## config.mk

```make
export PLATFORM = sky130hd
export DESIGN_NAME = div_freq_meter_flat
export DESIGN_NICKNAME = d
export VERILOG_FILES = /design/src/rtl/div_freq_meter_if.sv /design/src/rtl/div_freq_meter.sv /design/src/flat_wrapper.sv
export SDC_FILE = /design/constraint.sdc
export NUM_CORES = 1
export LEC_CHECK = 0
export BUFFER_PORTS_ARGS = -buffer_cell sky130_fd_sc_hd__buf_4
export CORE_MARGIN = 3
export CORE_UTILIZATION = 28
export DETAILED_ROUTE_END_ITERATION = 10
export GPL_TIMING_DRIVEN = 1
export PLACE_DENSITY = 0.45
export SLEW_MARGIN = 20
export SYNTH_ARGS = -nofsm -noshare
export SYNTH_HDL_FRONTEND = slang
export SYNTH_SLANG_ARGS = --single-unit
export TNS_END_PERCENT = 30
```

## constraint.sdc

```tcl
create_clock -name clk -period 1.6 [get_ports clk]
set_input_delay 0.32 -clock clk [delete_from_list [all_inputs] [get_ports clk]]
set_output_delay 0.32 -clock clk [all_outputs]
set_load 0.01 [all_outputs]
```

## src/rtl/div_freq_meter_if.sv

```systemverilog
// Signal bundle between a divider-tap frequency meter and its controller.
interface div_freq_meter_if #(
   parameter int CNT_W = 8,
   parameter int WIN_W = 8
);
   logic [3:0]       sig_in;
   logic [1:0]       sel;
   logic [WIN_W-1:0] window;
   logic             start;
   logic             busy;
   logic             done;
   logic [CNT_W-1:0] count;
   logic             overflow;

   modport master (
      output sig_in, sel, window, start,
      input  busy, done, count, overflow
   );

   modport slave (
      input  sig_in, sel, window, start,
      output busy, done, count, overflow
   );
endinterface

```

## src/rtl/div_freq_meter.sv

```systemverilog
// Gated edge counter: counts rising edges of one selected divider tap over a
// programmable window of clk cycles and reports a saturating result.
module div_freq_meter #(
   parameter int CNT_W = 8,
   parameter int WIN_W = 8
) (
   input  logic           clk,
   input  logic           rst,
   div_freq_meter_if.slave bus
);
   typedef enum logic [1:0] {IDLE, ARM, MEASURE, DONE} state_t;

   state_t           state;
   logic [3:0]       sig_q;
   logic             prev;
   logic [1:0]       sel_q;
   logic [WIN_W-1:0] win_q;
   logic [WIN_W-1:0] gate;
   logic [CNT_W-1:0] edge_cnt;
   logic             ovf;

   logic             sig_sel;
   logic             rise;
   logic             sat;
   logic [CNT_W-1:0] edge_next;
   logic             ovf_next;

   // NOTE: every always_comb output gets a default before any branch, so no path leaves it unassigned and no latch is inferred.
   always_comb begin
      sig_sel   = sig_q[sel_q];
      rise      = sig_sel & ~prev;
      sat       = &edge_cnt;
      edge_next = edge_cnt;
      ovf_next  = ovf;
      if (rise) begin
         if (sat) ovf_next = 1'b1;
         else     edge_next = edge_cnt + CNT_W'(1);
      end
   end

   // NOTE: state is updated with non-blocking assignments so every register samples pre-edge values regardless of statement order.
   always_ff @(posedge clk) begin
      if (rst) begin
         state        <= IDLE;
         sig_q        <= '0;
         prev         <= 1'b0;
         sel_q        <= '0;
         win_q        <= '0;
         gate         <= '0;
         edge_cnt     <= '0;
         ovf          <= 1'b0;
         bus.busy     <= 1'b0;
         bus.done     <= 1'b0;
         bus.count    <= '0;
         bus.overflow <= 1'b0;
      end else begin
         sig_q    <= bus.sig_in;
         bus.done <= 1'b0;
         case (state)
            IDLE: begin
               if (bus.start) begin
                  bus.busy <= 1'b1;
                  if (bus.window != '0) begin
                     sel_q <= bus.sel;
                     win_q <= bus.window;
                     state <= ARM;
                  end else begin
                     // Empty window: report a zero result immediately.
                     bus.done     <= 1'b1;
                     bus.count    <= '0;
                     bus.overflow <= 1'b0;
                     state        <= DONE;
                  end
               end
            end
            ARM: begin
               edge_cnt <= '0;
               ovf      <= 1'b0;
               prev     <= sig_sel;
               gate     <= win_q;
               state    <= MEASURE;
            end
            MEASURE: begin
               prev     <= sig_sel;
               gate     <= gate - WIN_W'(1);
               edge_cnt <= edge_next;
               ovf      <= ovf_next;
               // Result registers take the post-increment value so the last gated edge is counted.
               if (gate == WIN_W'(1)) begin
                  bus.done     <= 1'b1;
                  bus.count    <= edge_next;
                  bus.overflow <= ovf_next;
                  state        <= DONE;
               end
            end
            DONE: begin
               bus.busy <= 1'b0;
               state    <= IDLE;
            end
            default: state <= IDLE;
         endcase
      end
   end
endmodule

```

## src/flat_wrapper.sv

```systemverilog
// flat-port wrapper written by rule: the top's interface ports become plain ports
module div_freq_meter_flat 
#(
   parameter int CNT_W = 8,
   parameter int WIN_W = 8
)
  (clk, rst, bus_sig_in, bus_sel, bus_window, bus_start, bus_busy, bus_done, bus_count, bus_overflow);
  div_freq_meter_if #(.CNT_W(CNT_W), .WIN_W(WIN_W)) bus_i ();
  input  logic clk;
  input  logic rst;
  input wire logic [$bits(bus_i.sig_in)-1:0] bus_sig_in;
  input wire logic [$bits(bus_i.sel)-1:0] bus_sel;
  input wire logic [$bits(bus_i.window)-1:0] bus_window;
  input wire logic [$bits(bus_i.start)-1:0] bus_start;
  output wire logic [$bits(bus_i.busy)-1:0] bus_busy;
  output wire logic [$bits(bus_i.done)-1:0] bus_done;
  output wire logic [$bits(bus_i.count)-1:0] bus_count;
  output wire logic [$bits(bus_i.overflow)-1:0] bus_overflow;
  assign bus_i.sig_in = bus_sig_in;
  assign bus_i.sel = bus_sel;
  assign bus_i.window = bus_window;
  assign bus_i.start = bus_start;
  assign bus_busy = bus_i.busy;
  assign bus_done = bus_i.done;
  assign bus_count = bus_i.count;
  assign bus_overflow = bus_i.overflow;
  div_freq_meter #(.CNT_W(CNT_W), .WIN_W(WIN_W)) u_core (.clk(clk), .rst(rst), .bus(bus_i));
endmodule
```

# ---- After elaboration in Yosys (flattened, before gate mapping)
# Index checks and enable logic that the tools add are counted.
# Widths: inputs -> output; s select.
dict set report classes {
  addsub 2
  magnitude_cmp 1
  eq_ne 7
  muxes 27
  n_bitwise 2
  n_reduce_logical 11
}
# operator n
set ops {}
lappend ops {{$pmux 8 s2} 3}
lappend ops {{$mux 8} 5}
lappend ops {{$mux 1} 10}
lappend ops {{$add 8x1->8 const B} 1}
lappend ops {{$eq 8x1->1 const B} 1}
lappend ops {{$pmux 1 s2} 4}
lappend ops {{$pmux 2 s4} 1}
lappend ops {{$reduce_and 8->1} 1}
lappend ops {{$reduce_bool 8->1} 1}
lappend ops {{$sub 8x1->8 const B} 1}
lappend ops {{$mux 2} 3}
lappend ops {{$reduce_bool 2->1} 3}
lappend ops {{$eq 2x2->1 const B} 2}
lappend ops {{$ne 2x2->1 const B} 2}
lappend ops {{$reduce_and 2->1} 2}
lappend ops {{$reduce_and 4->1} 1}
lappend ops {{$lt 2x3->1 const B} 1}
lappend ops {{$reduce_and 3->1} 1}
lappend ops {{$bmux 1 s2} 1}
lappend ops {{$eq 2x1->1 const B} 1}
lappend ops {{$logic_not 2->1} 1}
lappend ops {{$ne 2x1->1 const B} 1}
lappend ops {{$reduce_or 2->1} 1}
lappend ops {{$and 1x1->1} 1}
lappend ops {{$not 1->1} 1}
dict set report totals {
  ff_bits 45
  inputBits 17
  out_inout_bits 11
  wordCells 62
}

# ---- Longest topological paths before layout
# Gate-level depths: netlist (run 1).
dict set report logic_depth {
  depth_word 6
  ltp_mapped 7
  ltp_nobuf 7
}

# ---- Worst setup path before layout (run 1)
# OpenSTA, ideal clock, no wires.
dict set report synth_timing {
  kind {register -> register}
  startpoint {register u_core.state[0]}
  endpoint {register u_core.bus.count[0]}
  setup_time_ns 0.071
  arrival_ns 1.576
  required_time_ns 1.529
  slack_ns -0.047
  stages_incl_launch_ff 8
  n_path_buf 0
  period_less_slack_ns 1.647
  path_cell_list {dfxtp_1 -> inv_1 -> ha_1 -> clkinv_1 -> a31oi_2 -> a211oi_2 -> nor2_1 -> o2bb2ai_1}
}
dict set report synth_between {
  elab_chain_len 3
  word_cells_on_any_way 8
  classes_between {eq/ne (4); mux (1); reduce/logical (3)}
}
# item line
set synth_rtl {}
lappend synth_rtl {{start: declaration} div_freq_meter.sv:13} ;# state_t state;
lappend synth_rtl {{start signal: assignment} div_freq_meter.sv:44} ;# state <= IDLE;
lappend synth_rtl {{start signal: assignment} div_freq_meter.sv:66} ;# state <= ARM;
lappend synth_rtl {{start signal: assignment} div_freq_meter.sv:72} ;# state <= DONE;
lappend synth_rtl {{$eq 2x2->1 or $logic_not 2->1 (tied branches)} div_freq_meter.sv:59} ;# case (state)
lappend synth_rtl {{$ne 2x1->1 (no line), or another cell as far along} --}
lappend synth_rtl {{$reduce_and 4->1 (no line)} --}
lappend synth_rtl {{end signal: assignment} div_freq_meter.sv:91} ;# bus.count <= edge_next;
lappend synth_rtl {{end: declaration} div_freq_meter_if.sv:22} ;# output busy, done, count, overflow
# Several ways; a longest one is shown, not always the timed one.
# A chain may end at the register's enable or synchronous reset.

# ---- Worst setup path after layout (run 1)
dict set report layout_timing {
  startpoint {register u_core.sel_q[0]}
  endpoint {register u_core.edge_cnt[0]}
}
dict set report layout_between {
  elab_chain_len 5
}
# item line
set layout_rtl {}
lappend layout_rtl {{start: declaration} div_freq_meter.sv:16} ;# logic [1:0] sel_q;
lappend layout_rtl {{start signal: assignment} div_freq_meter.sv:64} ;# sel_q <= bus.sel;
lappend layout_rtl {{$bmux 1 s2} div_freq_meter.sv:30} ;# sig_sel = sig_q[sel_q];
lappend layout_rtl {{$mux 1 (not written as such)} div_freq_meter.sv:30}
lappend layout_rtl {{$and 1x1->1} div_freq_meter.sv:31} ;# rise = sig_sel & ~prev;
lappend layout_rtl {{$mux 8} div_freq_meter.sv:35} ;# if (rise) begin
lappend layout_rtl {{$pmux 8 s2} div_freq_meter.sv:59}
lappend layout_rtl {{end signal: assignment} div_freq_meter.sv:86} ;# edge_cnt <= edge_next;
lappend layout_rtl {{end: declaration} div_freq_meter.sv:19} ;# logic [CNT_W-1:0] edge_cnt;
# Every way passes these cells. The select of a mux whose other input is x is not followed.

==> results of run 1 <==
state kept, by name, summed over array words and instances, names as in the netlist:
name,cells
u_core.bus.count,8
u_core.edge_cnt,8
u_core.gate,8
u_core.win_q,8
u_core.sig_q,4
u_core.sel_q,2
u_core.state,2
u_core.bus.busy,1
u_core.bus.done,1
u_core.bus.overflow,1
u_core.ovf,1
u_core.prev,1
metrics by stage:
step / power, mW / instances / utilization
2_1_floorplan: 1.662 / 238 / -
3_3_place_gp: 1.952 / 396 / 0.3765
3_5_place_dp: 1.949 / 396 / 0.3765
4_1_cts: 2.899 / 404 / 0.3999
5_1_grt: 3.067 / 405 / 0.4110
6_report: 2.912 / 405 / 0.4110
metal layers:
layer,vias up,wire length (um),global-route usage
met5,-,0,0
met4,0,35,0.04087
met3,2,213,0.02789
met2,34,2487,0.1986
met1,916,2919,0.1963
li1,998,-,-
what timing repair did:
item                                    CTS  global route
pin swaps                                 2             4
resized for setup                        12            20
endpoints found under the setup margin   12            30
setup buffers                             0             1
synthesized netlist by cell type (2+ instances only):
| library cell | number |
|---|---|
| o21ai_0 | 13 |
| dfxtp_1 | 45 |
| ha_1 | 6 |
| nand4_1 | 2 |
| o32ai_1 | 3 |
| and3_2 | 2 |
| mux2i_1 | 16 |
| nor2b_1 | 6 |
| nand3_1 | 7 |
| a22oi_1 | 2 |
| nand2_1 | 13 |
| nor2_1 | 30 |
| a311oi_1 | 2 |
| nand2b_1 | 4 |
| or2_2 | 2 |
| a211oi_2 | 2 |
| nor4_1 | 3 |
| a21oi_1 | 16 |
| nor3_1 | 3 |
| inv_1 | 11 |
| xnor2_1 | 5 |
| o2bb2ai_1 | 9 |
| clkbuf_1 | 6 |
cell families after synthesis:
family / synth area share
DFF: 0.4100
and+or+nand+nor: 0.2278
xor gates and xnor gates: 0.01993
AOI/OAI and AO/OA: 0.1988
muxes: 0.07289
buffers and inverters: 0.03644
adders and majority gates: 0.03417
where the power goes:
group / switching (mW) / internal [mW] / total [mW]
clock network: 0.391 / 0.510 / 0.901
registers: 0.0540 / 1.19 / 1.24
logic: 0.385 / 0.386 / 0.771
how the worst min path moves through the flow:
stage	cells after the start	slack [ns]	start	end
after floorplan	2	0.44	u_core.ovf$_SDFFE_PP0P_	u_core.ovf$_SDFFE_PP0P_
after global placement	1	0.45	u_core.bus.count[6]$_SDFFE_PP0P_	u_core.bus.count[6]$_SDFFE_PP0P_
after detailed placement	1	0.45	u_core.bus.count[6]$_SDFFE_PP0P_	u_core.bus.count[6]$_SDFFE_PP0P_
after CTS	2	0.22	bus_sig_in[3]	u_core.sig_q[3]$_SDFF_PP0_
after global routing	2	0.23	bus_sig_in[2]	u_core.sig_q[2]$_SDFF_PP0_
final	2	0.23	bus_sig_in[0]	u_core.sig_q[0]$_SDFF_PP0_
cell type report:
cell class	count	area, sq um	share of cell area
sequential	45	910.9	0.2976
clock inverter	1	30.03	0.009812
inverter	12	45.04	0.01472
timing repair buffer	68	523.0	0.1709
tap	99	123.9	0.04047
multi-input combinational	173	1341	0.4383
clock buffer	7	86.33	0.02821
==> run metrics, run 1 <==
crit-path max FO=4; Reg2Reg Setup Slack=0.01 ns; number of synthesized flops with an enable pin=0; Port Buffers=27; reg2reg path depth=6; Critical Path Sink Type=register; die extent in y=between 90 and 100 um; Final Critical Period=approximately 1.6 ns; part of the cycle the worst path needs=0.9932; fillers=774; initial core utilization=0.2950; # rows=31; GRT overflow=0; Total GRT Usage=0.1348; Slew Limit Headroom=0.7280; critical path's top delay family=simple AND/OR/NAND/NOR gates; post-route setup slack=around 0.011 ns; outcome=completed; layout cells sized above 1=0.3856; Die Width=roughly 95 um; Area Growth Syn to Fin=39.29%; worst r2r dst=u_core.edge_cnt[0]$_SDFFE_PP0P_; Synth Flop Type=dfxtp_1; Place WS=-0.1659 ns; initial antenna violation count=0; total negative setup slack=0 ns; Clk pin slew, worst setup/hold paths=~0.09 ns; H-tree depth=2; final wirelength=about 5700 um; DIE AREA=between 0.008 and 0.009 sq mm; register area share after synthesis=0.4100; Core ar.=0.007447 sq mm; Root Buffer Master=clkbuf_8; CP Depth=6; first-pass GRT wire length=~9500 um; Worst-Margin Slew=between 0.4 and 0.5 ns; Setup crit start kind=register; CP Launch Point=u_core.sel_q[0]$_SDFFE_PP0P_; clk buf depth=2; Boundary Pins=28; Seq cells post-synth=45; Final Hold Viols=0; FMAX=roughly 0.63 GHz; n_diodes=0; critical path's slowest cell=or4b_1; RSZ-0062 raised after global routing=yes; Critical Path Max Stage Delay=between 0.4 and 0.5 ns; placed cell area=0.002804 sq mm; pin count of the biggest net entering global routing=27; WP buf/inv=1; clock skew=around 0.0070 ns; mapped cell area=roughly 0.0022 sq mm; vias per cell=approximately 4.8; Worst Hold Class=in -> reg; critical path class=reg -> reg; Clock Sinks=45; largest area contributor in the netlist=dfxtp_1; hold_buf cts=0; syn nets=between 200 and 300; Pleak=about 1.2 nW; Via Count=1,950; Yosys cell types=53; GPL Wtd Cong=between 0.7 and 0.8; Yosys Warn Count=0; Worst Setup EP=u_core.edge_cnt[0]$_SDFFE_PP0P_; fin area=just over 0.003 sq mm; most frequent cells in the layout=67 x buf_4, 37 x dfxtp_1, 28 x nor2_1; CTS Buf Count=5; CP Cell Sequence=mux2i_2, buf_4, o22ai_4, and2_4, or4b_1, o21ai_0; DR DRC count=0; arrival time at the worst endpoint=1.82 ns; drt pass-1 iters=4; syn avg cell area=9.232 sq um; ys async rst share=0; r2r startpoint=u_core.sel_q[0]$_SDFFE_PP0P_; maximum capacitance violations=0; Slew Viols, Final=0; Post-DRT Antenna Nets=0; Post-Syn Instances=around 240; WHS=approximately 0.23 ns; Worst IR Drop VDD=around 400 uV; required time of the critical path=roughly 1.8 ns; post-synth top area share=0.4100; CTS tree=done; most common cell after layout, fill and taps aside=buf_4; detailed placement HPWL=4169 um; Final setup viols=0; worst-skew pair later-pin latency=between 0.2 and 0.3 ns; wire per inst=about 14 um; synth top area cells=dfxtp_1 41%, mux2i_1 7.3%, nor2_1 5.1%; drt first-iter violations=between 50 and 60; # nets final=about 330; vias in the first global route=1,904; Pwr Density=~950 mW/mm^2
Power figures use the tool's default switching activity.
==> run 2: changes to the inputs <==
Settings changed: PLACE_DENSITY 0.45 to not set, PLACE_DENSITY_LB_ADDON set to 0.25.
==> run 2 against run 1 <==
  * The flow now finishes with violations (setup timing)
  * Die area stayed put
  * Sequential cell count stayed put
  * Worst hold slack hardly changed
  * Wire length is 1.1% lower
  * Sequential share of layout area is 0.19 points lower
  * Clock power is 22% lower
  * Global-route usage is 0.76 points lower
  * Highest routed layer unchanged
==> run metrics, run 2 (synthesized netlist as in run 1, its figures left out) <==
Pleak=1.183 nW (was 1.192 nW); WP buf/inv=2 (was 1); critical path's slowest cell=dfxtp_2 (was or4b_1); most common cell after layout, fill and taps aside=buf_4 (unchanged); initial antenna violation count=0 (unchanged); layout cells sized above 1=0.3994 (was 0.3856); combinational fraction of design power=0.273 (was 0.265); total negative setup slack=-0.004400 ns (was 0 ns); Worst-Margin Slew=0.4088 ns (was 0.4042 ns); FMAX=0.6235 GHz (was 0.6293 GHz); drt pass-1 iters=4 (unchanged); Port Buffers=27 (unchanged); clock skew=0.007532 ns (was 0.006989 ns); Total GRT Usage=0.1271 (was 0.1348); n_diodes=0 (unchanged); worst-skew pair later-pin latency=0.30 ns (was 0.29 ns); failing checks=setup timing; Core ar.=0.007447 sq mm (unchanged); Final setup viols=2 (was 0); register area=908.4 sq um (was 910.9 sq um); GRT overflow=0 (unchanged); Slew Limit Headroom=0.7273 (was 0.7280); most used cell, CP=buf_4; clk buf depth=2 (unchanged); Critical Path Sink Type=register (unchanged); Post-DRT Antenna Nets=0 (unchanged); die extent in y=94.58 um (unchanged); Final Hold Viols=0 (unchanged); detailed placement HPWL=4009 um (was 4169 um); final wirelength=5590 um (was 5655 um); DIE AREA=0.008945 sq mm (unchanged); initial core utilization=0.2950 (unchanged); Boundary Pins=28 (unchanged); post-route setup slack=-0.003747 ns (was 0.01084 ns); arrival time at the worst endpoint=1.78 ns (was 1.82 ns); Clock Sinks=45 (unchanged); maximum capacitance violations=0 (unchanged); RSZ-0062 raised after global routing=yes (unchanged); CTS tree=done (unchanged); # rows=31 (unchanged); Final Critical Period=1.604 ns (was 1.589 ns); crit-path max FO=4 (unchanged); Critical Path Max Stage Delay=0.35 ns (was 0.42 ns); H-tree depth=2 (unchanged); CTS Buf Count=5 (unchanged); Setup crit start kind=register (unchanged); vias in the first global route=1,837 (was 1,904); hold_buf cts=0 (unchanged); CP Cell Sequence=buf_4, nand2b_1, o22a_4, buf_4, o31a_1, o2111ai_1, o21ai_0 (was mux2i_2, buf_4, o22ai_4, and2_4, or4b_1, o21ai_0); non-filler cells, final=407 (was 405); switch share=0.3097 (was 0.2851); Psw=0.8249 mW (was 0.8301 mW); Clk pin slew, worst setup/hold paths=0.08 ns (was 0.09 ns); Via Count=1,979 (was 1,950); Pwr Density=867.1 mW/mm^2 (was 951.5 mW/mm^2); GPL Wtd Cong=0.8617 (was 0.7864); first-pass GRT wire length=9018 um (was 9494 um); Area Growth Syn to Fin=39.81% (was 39.29%); cell internal power dissipation=1.839 mW (was 2.082 mW); pin count of the biggest net entering global routing=30 (was 27); DR DRC count=0 (unchanged); most frequent cells in the layout=70 x buf_4, 41 x dfxtp_1, 28 x nor2_1 (was 67 x buf_4, 37 x dfxtp_1, 28 x nor2_1); Slew Viols, Final=0 (unchanged); WHS=0.2289 ns (was 0.2293 ns); area of the multi-input gates=0.001386 sq mm (was 0.001341 sq mm); post-CTS setup buffer count=0 (unchanged); # nets final=330 (was 328); Cells after DPL=399 (was 396); fin area=0.003072 sq mm (was 0.003060 sq mm); outcome=complete, but fails checks (was completed); Die Width=94.58 um (unchanged); drt first-iter violations=95 (was 51); wire per inst=13.73 um (was 13.96 um); critical path class=reg -> reg (unchanged); Worst Hold Class=in -> reg (unchanged); Place WS=-0.1607 ns (was -0.1659 ns); Root Buffer Master=clkbuf_8 (unchanged); clock power share=0.263 (was 0.309); Worst IR Drop VDD=460.7 uV (was 400.2 uV); required time of the critical path=1.78 ns (was 1.83 ns); part of the cycle the worst path needs=1.002 (was 0.9932); vias per cell=4.862 (was 4.815); fillers=767 (was 774); sequential power share=0.465 (was 0.426); placed cell area=0.002814 sq mm (was 0.002804 sq mm); critical path's top delay family=compound AO/OA/AOI/OAI gates (was simple AND/OR/NAND/NOR gates)
-- run 2: cell count changes in the layout (fill, tap and decap cells not counted), sizes merged --
cell / before / now
clkinv: 0 / 3
inv: 12 / 11
buf: 68 / 70
bufinv: 1 / 0
clkbuf: 7 / 6
-- run 2: cell type report --
type / count / area share
Clock buffer: 6 / 0.02363
Clock inverter: 2 / 0.003259
Inverter: 12 / 0.01466
Multi-Input combinational cell: 173 / 0.4513
Sequential cell: 45 / 0.2957
Tap cell: 99 / 0.04033
Timing Repair Buffer: 70 / 0.1711
-- run 2: path summary, 6_finish.rpt --
path	endpoint	slack [ns]	depth (start not counted)	start
worst max-delay path	u_core.bus.count[7]$_SDFFE_PP0P_	-0.004	7	u_core.sel_q[1]$_SDFFE_PP0P_
worst min-delay path	u_core.sig_q[1]$_SDFF_PP0_	0.23	2	bus_sig_in[1]
worst max register to register	u_core.bus.count[7]$_SDFFE_PP0P_	-0.004	7	u_core.sel_q[1]$_SDFFE_PP0P_
worst min register to register	u_core.ovf$_SDFFE_PP0P_	0.47	2	u_core.ovf$_SDFFE_PP0P_
-- run 2: routing by layer --
layer  part of all wire  global-route usage
met2               0.44              0.1885
met4              0.013             0.03245
met1               0.51              0.1857
met3              0.036             0.02789
met5                  0                   0
-- run 2: per-stage QoR --
| step | utilization | total power, mW |
|---|---|---|
| final | 0.4125 | 2.663 |
| after CTS | 0.3926 | 2.637 |
| after global placement | 0.3779 | 1.922 |
| after global routing | 0.4125 | 2.802 |
| after detailed placement | 0.3779 | 1.923 |
| after floorplan | - | 1.662 |
-- run 2: repair_timing --
| item | CTS | global route |
|---|---|---|
| gates resized for setup | 6 | 29 |
| endpoints found under the setup margin | 12 | 21 |
| pin swaps | 0 | 10 |
-- run 2: power groups by stage --
stage | registers [mW] | clock network [mW] | logic (mW)
finish | 1.24 | 0.700 | 0.726
global route | 1.25 | 0.758 | 0.796
CTS | 1.23 | 0.719 | 0.684
detailed placement | 1.26 | 0 | 0.665
global placement | 1.26 | 0 | 0.665
floorplan | 1.25 | 0 | 0.410
==> run 3: changes to the inputs <==
--- a/config.mk
+++ b/config.mk
@@ -6,5 +6,5 @@
 export NUM_CORES = 1
 export LEC_CHECK = 0
-export BUFFER_PORTS_ARGS = -buffer_cell sky130_fd_sc_hd__buf_4
+export BUFFER_PORTS_ARGS = -buffer_cell sky130_fd_sc_hd__buf_2
 export CORE_MARGIN = 3
 export CORE_UTILIZATION = 28
==> constraint.sdc (replaced) <==
create_clock -name clk -period 1.6 [get_ports clk]
set_input_delay 0.08 -clock clk [delete_from_list [all_inputs] [get_ports clk]]
set_output_delay 0.08 -clock clk [all_outputs]
set_load 0.01 [all_outputs]
==> run 3 against run 2 <==
  * The run still ends with setup timing left
  * Clock-buffer cell count stayed put
  * Worst hold slack worse by 0.22 ns
  * First-iteration DRC count is 12% higher
  * Combinational power is 2% higher
  * Fmax hardly changed
  * Non-clock buffer count is 3 lower
  * Global-route usage is 0.092 points higher
  * Sequential share of layout area is 0.59 points higher
  * Setup slack worse by 0.0016 ns
  * Sequential power hardly changed
  * Largest cell class unchanged
  * Largest power group unchanged
==> run metrics, run 3 (synthesized netlist as in run 1, its figures left out) <==
drt pass-1 iters=4 (unchanged); CP Cell Sequence=mux2i_2, buf_4, o22ai_4, and2_4, or4b_4, o21ai_2 (was buf_4, nand2b_1, o22a_4, buf_4, o31a_1, o2111ai_1, o21ai_0); Clk pin slew, worst setup/hold paths=0.08 ns (about the same); Port Buffers=27 (unchanged); Clock Sinks=45 (unchanged); CTS tree=done (unchanged); outcome=complete, but fails checks (unchanged); post-layout util=0.4049 (was 0.4125); Core ar.=0.007447 sq mm (unchanged); Pwr Density=895.9 mW/mm^2 (was 867.1 mW/mm^2); drt first-iter violations=106 (was 95); n_diodes=0 (unchanged); post-route setup slack=-0.005302 ns (was -0.003747 ns); pin count of the biggest net entering global routing=26 (was 30); Pleak=1.184 nW (was 1.183 nW); Worst-Margin Slew=0.3826 ns (was 0.4088 ns); most common cell after layout, fill and taps aside=dfxtp_1 (was buf_4); # nets final=327 (was 330); crit-path max FO=4 (unchanged); initial antenna violation count=0 (unchanged); arrival time at the worst endpoint=1.84 ns (was 1.78 ns); Critical Path Max Stage Delay=0.46 ns (was 0.35 ns); DIE AREA=0.008945 sq mm (unchanged); maximum capacitance violations=0 (unchanged); critical path's slowest cell=or4b_4 (was dfxtp_2); busiest grt layer=met2 (unchanged); CP Launch Point=u_core.sel_q[0]$_SDFFE_PP0P_ (was u_core.sel_q[1]$_SDFFE_PP0P_); critical path class=reg -> reg (unchanged); required time of the critical path=1.84 ns (was 1.78 ns); Final Hold Viols=0 (unchanged); # rows=31 (unchanged); most frequent cells in the layout=40 x dfxtp_1, 34 x buf_4, 28 x nor2_1 (was 70 x buf_4, 41 x dfxtp_1, 28 x nor2_1); Root Buffer Master=clkbuf_8 (unchanged); r2r startpoint=u_core.sel_q[0]$_SDFFE_PP0P_ (was u_core.sel_q[1]$_SDFFE_PP0P_); CTS Buf Count=5 (unchanged); Via Count=1,958 (was 1,979); Worst Hold Class=in -> reg (unchanged); clock skew=0.004615 ns (was 0.007532 ns); H-tree depth=2 (unchanged); Boundary Pins=28 (unchanged); vias in the first global route=1,915 (was 1,837); WP buf/inv=1 (was 2); critical path's top delay family=simple AND/OR/NAND/NOR gates (was compound AO/OA/AOI/OAI gates); RSZ-0062 raised after global routing=yes (unchanged); Critical Path Sink Type=register (unchanged); Total GRT Usage=0.1281 (was 0.1271); Die Width=94.58 um (unchanged); part of the cycle the worst path needs=1.003 (was 1.002); detailed placement HPWL=3775 um (was 4009 um); failing checks=setup timing (unchanged); layout cells sized above 1=0.3882 (was 0.3994); Final Critical Period=1.605 ns (was 1.604 ns); Post-DRT Antenna Nets=0 (unchanged); GRT overflow=0 (unchanged); DR DRC count=0 (unchanged); Slew Viols, Final=0 (unchanged); Pwr Total=2.702 mW (was 2.663 mW); clk buf depth=2 (unchanged); Area Growth Syn to Fin=37.24% (was 39.81%); Slew Limit Headroom=0.7448 (was 0.7273); Final setup viols=1 (was 2); Worst IR Drop VDD=532.0 uV (was 460.7 uV); HP Start=bus_sel[0] (was bus_sig_in[1]); initial core utilization=0.2950 (unchanged); worst-skew pair later-pin latency=0.30 ns (about the same); die extent in y=94.58 um (unchanged); FMAX=0.6229 GHz (was 0.6235 GHz); met3 Usage GRT=0.02390 (was 0.02789); GPL Wtd Cong=0.7834 (was 0.8617); Setup crit start kind=register (unchanged); vias per cell=4.859 (was 4.862); final wirelength=5362 um (was 5590 um); GRT met1 Usage=0.1764 (was 0.1857); met2 GRT Util=0.2039 (was 0.1885); wire per inst=13.31 um (was 13.73 um); first-pass GRT wire length=9142 um (was 9018 um)
-- run 3: final timing paths --
kind,endpoint,slack [ns],cells past startpoint
setup reg to reg,u_core.edge_cnt[0]$_SDFFE_PP0P_,-0.005,6
setup / recovery,u_core.edge_cnt[0]$_SDFFE_PP0P_,-0.005,6
hold reg to reg,u_core.bus.count[5]$_SDFFE_PP0P_,0.46,1
hold / removal,u_core.sel_q[0]$_SDFFE_PP0P_,0.01,3
-- run 3: final cells by class --
type	count	area, sq um
Clock buffer	6	82.58
Clock inverter	1	7.507
Fill cell	773	4432
Inverter	12	45.04
Multi-Input combinational cell	173	1385
Sequential cell	45	909.6
Tap cell	99	123.9
Timing Repair Buffer	67	461.7
-- run 3: what timing repair did --
| item | 4_1_cts | 5_1_grt |
|---|---|---|
| gates cloned | 0 | 0 |
| endpoints found under the hold margin | 4 | 0 |
| setup endpoints to repair | 23 | 31 |
| buffers inserted | 0 | 3 |
| hold buffers | 4 | 0 |
| resized for setup | 7 | 36 |
| pin swaps | 2 | 14 |
-- run 3: worst min-delay path, stage by stage --
cell and delay, ns:
buf_2 0.07, mux2i_1 0.05, nor2_1 0.07
-- run 3: power by group --
group          total, mW  internal, mW  leakage (nW)  switching (mW)
Clock              0.724         0.342        0.0433           0.382
Combinational      0.741         0.359         0.772           0.382
Sequential          1.24          1.18         0.369          0.0527
-- run 3: per-stage QoR --
step | hold slack, ns | setup WS [ns] | instance area [sq um] | setup TNS (ns) | std cells
after floorplan | 0.2082 | 0.05474 | 2200 | 0 | 238
after global placement | 0.2878 | -0.07983 | 2671 | -0.1558 | 389
after detailed placement | 0.2969 | -0.08528 | 2671 | -0.2198 | 389
after CTS | 0.01319 | -0.02431 | 2839 | -0.05710 | 400
after global routing | 0.04311 | -0.07642 | 3015 | -0.5042 | 403
final | 0.01051 | -0.005302 | 3015 | -0.005302 | 403
-- run 3: routing by layer --
metal	wire (um)	vias to the layer above	part of all wire
met5	0	-	0
met1	2686	924	0.50
met2	2491	31	0.46
li1	-	999	-
met4	53	0	0.0099
met3	130	4	0.024
